[src/rtl/ripple_carry_adder_pkg.sv]
// Shared constants for the ripple-carry adder block.
package ripple_carry_adder_pkg;

  localparam int unsigned ADDER_WIDTH_DEFAULT = 4;

endpackage

[src/rtl/full_adder.sv]
// One-bit full-adder cell; the building block of the ripple chain.
module full_adder (
  input  logic a,
  input  logic b,
  input  logic cin,
  output logic s,
  output logic cout
);

  logic p;

  assign p    = a ^ b;
  assign s    = p ^ cin;
  assign cout = (a & b) | (cin & p);

endmodule

[src/rtl/ripple_carry_adder.sv]
// Unsigned ripple-carry adder with a registered result stage and valid tracking.
module ripple_carry_adder
  import ripple_carry_adder_pkg::*;
#(
  parameter int unsigned WIDTH = ADDER_WIDTH_DEFAULT
) (
  input  logic             clk,
  input  logic             rst,
  input  logic             in_valid,
  input  logic [WIDTH-1:0] a,
  input  logic [WIDTH-1:0] b,
  input  logic             cin,
  output logic [WIDTH-1:0] sum,
  output logic             carry,
  output logic             out_valid
);

  logic [WIDTH:0]   c;
  logic [WIDTH-1:0] s;

  assign c[0] = cin;

  for (genvar i = 0; i < WIDTH; i++) begin : g_cell
    full_adder u_fa (
      .a    (a[i]),
      .b    (b[i]),
      .cin  (c[i]),
      .s    (s[i]),
      .cout (c[i+1])
    );
  end

  // Result registers only load on a qualified sample; otherwise they hold.
  always_ff @(posedge clk or posedge rst) begin
    if (rst) begin
      sum       <= '0;
      carry     <= 1'b0;
      out_valid <= 1'b0;
    end else begin
      out_valid <= in_valid;
      if (in_valid) begin
        sum   <= s;
        carry <= c[WIDTH];
      end
    end
  end

endmodule

[config.mk]
export PLATFORM = sky130hd
export DESIGN_NAME = ripple_carry_adder
export DESIGN_NICKNAME = d
export VERILOG_FILES = /design/src/rtl/ripple_carry_adder_pkg.sv /design/src/rtl/full_adder.sv /design/src/rtl/ripple_carry_adder.sv
export SDC_FILE = /design/constraint.sdc
export NUM_CORES = 1
export LEC_CHECK = 0
export CAP_MARGIN = 20
export CORE_AREA = 10 10 47 49
export CTS_CLUSTER_DIAMETER = 120
export DETAILED_ROUTE_END_ITERATION = 7
export DIE_AREA = 0 0 57 59
export PLACE_DENSITY = 0.58
export SLEW_MARGIN = 20
export SYNTH_ARGS = -nofsm -noshare
export SYNTH_HDL_FRONTEND = slang
export SYNTH_SLANG_ARGS = --single-unit
[constraint.sdc]
create_clock -name clk -period 1.7 [get_ports clk]
set_clock_uncertainty 0.1 [all_clocks]
set_input_delay 0.34 -clock clk [delete_from_list [all_inputs] [get_ports clk]]
set_output_delay 0.34 -clock clk [all_outputs]
set_load 0.005 [all_outputs]
[After elaboration in Yosys (flattened, before gate mapping)]
Index checks and enable logic that the tools add are counted.
Widths: inputs -> output; s select.
Cells by class
  bitwise gates (word level): 20
Operators with widths (count)
  $and 1x1->1: 8
  $xor 1x1->1: 8
  $or 1x1->1: 4
Word-level totals
  bits in registers: 6
  bits of input ports: 12

[Depth between registers and ports, before layout]
  depth in word-level cells: 9
  gate-level depth with buffers: 8
  depth with buffers taken out: 8

[By module]
A second synthesis with hierarchy kept.
Second synthesis, totals
  cells, all modules: 16
  area total of the unflattened synthesis: 290.3 um^2
Modules (own cells, without submodules)
  ripple_carry_adder: instances 1, cells each 12, area an instance 210.2 um^2
  full_adder: instances 4, cells each 1, area an instance 20.0 um^2

[Least setup slack after synthesis]
Ideal clock, no wire load.
  kind: input-to-reg
  from: in a[0]
  to: reg sum[3]
  library setup time: 77 ps
  data arrival time: 1914 ps
  slack: -391 ps
  stages on the path: 8
  cells stage by stage: inv_1 -> fa_1 -> inv_1 -> fa_1 -> fa_1 -> inv_1 -> fa_1 -> a21oi_1
Between the ends
  cells in the longest elaborated chain, start to end: 8
  elaborated cells between the ends (all ways): 9
  those cells by class: bitwise (9)
RTL lines
  start: declaration: RTL line ripple_carry_adder.sv:10  | input logic [WIDTH-1:0] a,
  $xor 1x1->1: RTL line full_adder.sv:12  | assign p = a ^ b;
  $and 1x1->1: RTL line full_adder.sv:14  | assign cout = (a & b) | (cin & p);
  $or 1x1->1 *: RTL line full_adder.sv:14
  $and 1x1->1 *: RTL line full_adder.sv:14
  $or 1x1->1 *: RTL line full_adder.sv:14
  $and 1x1->1 *: RTL line full_adder.sv:14
  $or 1x1->1 *: RTL line full_adder.sv:14
  $xor 1x1->1 *: RTL line full_adder.sv:13  | assign s = p ^ cin;
  end signal: assignment: RTL line ripple_carry_adder.sv:42  | sum <= s;
  end: declaration: RTL line ripple_carry_adder.sv:13  | output logic [WIDTH-1:0] sum,
Mark *: on every way between the ends. The rest lies on a longest branch, timed or not.
A chain may end at the register's enable or synchronous reset.

[Worst setup path after layout]
  from: in b[0]
  to: reg sum[3]
Between the ends
  cells in the longest elaborated chain, start to end: 8
  elaborated cells between the ends (all ways): 9
  those cells by class: bitwise (9)
RTL lines
  start: declaration: RTL line ripple_carry_adder.sv:11  | input logic [WIDTH-1:0] b,
  $xor 1x1->1: RTL line full_adder.sv:12
  $and 1x1->1: RTL line full_adder.sv:14
  $or 1x1->1 *: RTL line full_adder.sv:14
  $and 1x1->1 *: RTL line full_adder.sv:14
  $or 1x1->1 *: RTL line full_adder.sv:14
  $and 1x1->1 *: RTL line full_adder.sv:14
  $or 1x1->1 *: RTL line full_adder.sv:14
  $xor 1x1->1 *: RTL line full_adder.sv:13
Marks and branches as above.

==> key figures <==
Timing
  • RSZ-0062 raised after global routing: true
  • Count of final setup violators: 2
  • Max-slew headroom: 0.844
  • Final Hold Fails: 0
  • Setup WS post-layout: -0.190 ns
  • Final TNS setup: -0.195 ns
  • Period utilization: 1.11
  • Post-route minimum period: between 1.5 and 2 ns
  • Tightest Pin Transition: 0.233 ns
  • Max Clock Freq: about 0.53 GHz
  • Slew Limit Fails: 0

Synth
  • Post-synth top area share: 0.458
  • Synth unique cells: 7
  • #FFs+latches synth: 6
  • Mapped cell area: roughly 330 sq um
  • Area leader, netlist: dfrtp_1
  • Sequential cell area fraction in the yosys report: 0.458
  • Synth Instances: 27
  • Syn_area_per_cell: roughly 12 sq um
  • YS warnings: 0
  • Syn_nets: 43
  • Synth area leaders: dfrtp_1 46%, fa_1 24%, inv_1 9.2%

Min path
  • Hold Crit Class: input pin to async pin

Routing
  • Final WL: between 700 and 800 um
  • DRC: 0
  • Detailed Routing Iterations Pass 1: 2
  • Initial DRC Count: 1
  • Avg WL per Cell: roughly 12 um
  • Via density: 3.92
  • Total number of vias: about 250
  • Antenna Nets Post-Route: 0

Worst setup path
  • Critical path peak fanout: 1
  • Crit path buf inv count: 4
  • CP Launch Type: input pin
  • CP max stage delay: roughly 0.4 ns
  • CP top delay family: adder cells
  • Required @ worst endpoint: around 1.8 ns
  • Arrival time at the worst endpoint: just under 2 ns
  • Most frequent CP cell: fa_2
  • Worst setup EP type: flop
  • Worst path slowest cell: fa_1
  • Worst path cell trace: buf_6 > inv_4 > fa_2 > inv_2 > fa_2 > fa_2 > inv_2 > fa_1 > a21oi_2
  • Type of the worst setup path: input pin to flop

Global routing
  • Initial antenna violation count: 0
  • Gr usage total: 0.0492
  • GRT Residual Overflow: 0
  • First-pass GRT wire length: approximately 1200 um
  • Vias in the first global route: between 200 and 300
  • Pin count of the biggest net entering global routing: 8

Die
  • DIE AREA: ~3400 sq um
  • Die height: 59 um
  • IO Pins: 18
  • Row cnt: 14
  • Horiz. Die Dim: about 57 um
  • Initial Utilization: 0.234
  • Core ar.: 1400 sq um

Clock tree
  • CTS tree: yes
  • Post-CTS Setup Inserts: 0
  • Clk slew on worst S/H paths: 0.05 ns
  • Clock buffer depth: 2
  • CTS Buf Count: 3
  • Clk_lat worst skew: between 0.2 and 0.25 ns
  • H-tree Lvls: 1
  • Root Driver: clkbuf_4
  • Clock sinks: 6
  • Cts hold-fix bufs: 0

Power
  • Combinational group share of total power: 0.317
  • Power Internal: about 0.34 mW
  • NetSw: between 0.1 and 0.15 mW
  • Sw Ratio: 0.239
  • Leakage: between 0.2 and 0.3 nW
  • Clock network fraction of total power: 0.287
  • Power density cells: between 700 and 800 nW/um^2
  • VDD IR max: about 360 uV
  • Seq pwr share: 0.396

Final layout
  • # diodes: 0
  • Nets: 65
  • Area used by multi-input combinational logic: about 150 sq um
  • Most frequent cells in the layout: 12 x clkdlybuf4s50_1, 6 x dfrtp_1
  • Fillers: 153
  • Register area: 150 sq um
  • Commonest non-fill, non-tap cell in the layout: clkdlybuf4s50_1
  • Synth-to-layout area growth: 71.8%
  • Ratio of cells with drive above 1 in the final layout: 0.383
  • Final Util: 0.402

Place
  • Setup WS pre-CTS: -0.893 ns
  • # port buffers: 17
  • RD Place Congestion: just under 0.6

Outcome
  • Status: complete, but fails checks
  • Failing checks: setup timing

Flow run
  • Max-cap viol count: 0
what timing repair did:
| item | in CTS | in global routing |
|---|---|---|
| pin swaps | 5 | 5 |
| cloned | 0 | 0 |
| setup endpoints to repair | 4 | 3 |
| resized for setup | 18 | 3 |
power by group through the flow:
stage               Sequential [mW]  Combinational [mW]  Clock, mW
global placement              0.180               0.139          0
floorplan                     0.182              0.0526          0
finish                        0.178               0.143      0.129
detailed placement            0.181               0.142          0
global route                  0.182               0.161      0.145
CTS                           0.179               0.143      0.140
registers in the layout (all words and copies together) (netlist names):
signal / flops
sum: 4
carry: 1
out_valid: 1
stage by stage:
stage / hold slack (ns) / total power, mW / area [sq um] / cells
after global placement: 0.399 / 0.320 / 529 / 60
after CTS: 0.217 / 0.461 / 551 / 63
after floorplan: 0.0310 / 0.235 / 343 / 27
after global routing: 0.257 / 0.488 / 563 / 63
final: 0.217 / 0.449 / 563 / 63
after detailed placement: 0.393 / 0.323 / 529 / 60
kinds of logic (layout without fill, tap and decap cells):
logic type	Yosys count	after routing	synth area share
buf+inv	9	29	0.126
flops	6	6	0.458
fa+ha+maj	4	4	0.244
compound gates	3	3	0.0458
simple gates	3	3	0.0343
mux	2	2	0.0916
synth_stat cells:
library cell	n
mux2_4	2
a21oi_1	3
inv_1	8
fa_1	4
buf_6	1
nor2_1	3
dfrtp_1	6
layout make-up:
| cell class | instances | share of cell area |
|---|---|---|
| timing repair buffer | 18 | 0.324 |
| sequential | 6 | 0.267 |
| multi-input combinational | 12 | 0.262 |
| inverter | 8 | 0.0711 |
| clock buffer | 3 | 0.0400 |
| tap | 16 | 0.0356 |
layer usage:
layer,wire [um],up-vias,GRT usage
li1,-,120,-
met1,291,117,0.0485
met2,396,10,0.0775
met3,53,0,0.0300
met4,0,0,0.0302
met5,0,-,0
path summary, 6_finish.rpt:
| path | startpoint | endpoint | slack (ns) | cells after the start |
|---|---|---|---|---|
| setup / recovery | b[0] | sum[3] | -0.19 | 9 |
| hold / removal | rst | sum[0] | 0.22 | 2 |
| setup reg to reg | sum[1] | sum[1] | 0.85 | 1 |
| hold reg to reg | sum[2] | sum[2] | 0.41 | 1 |
| max in group asynchronous | rst | sum[3] | 1.08 | 2 |
| min in group clk | sum[2] | sum[2] | 0.41 | 1 |
Note: power is estimated with default switching activity, not from simulation.
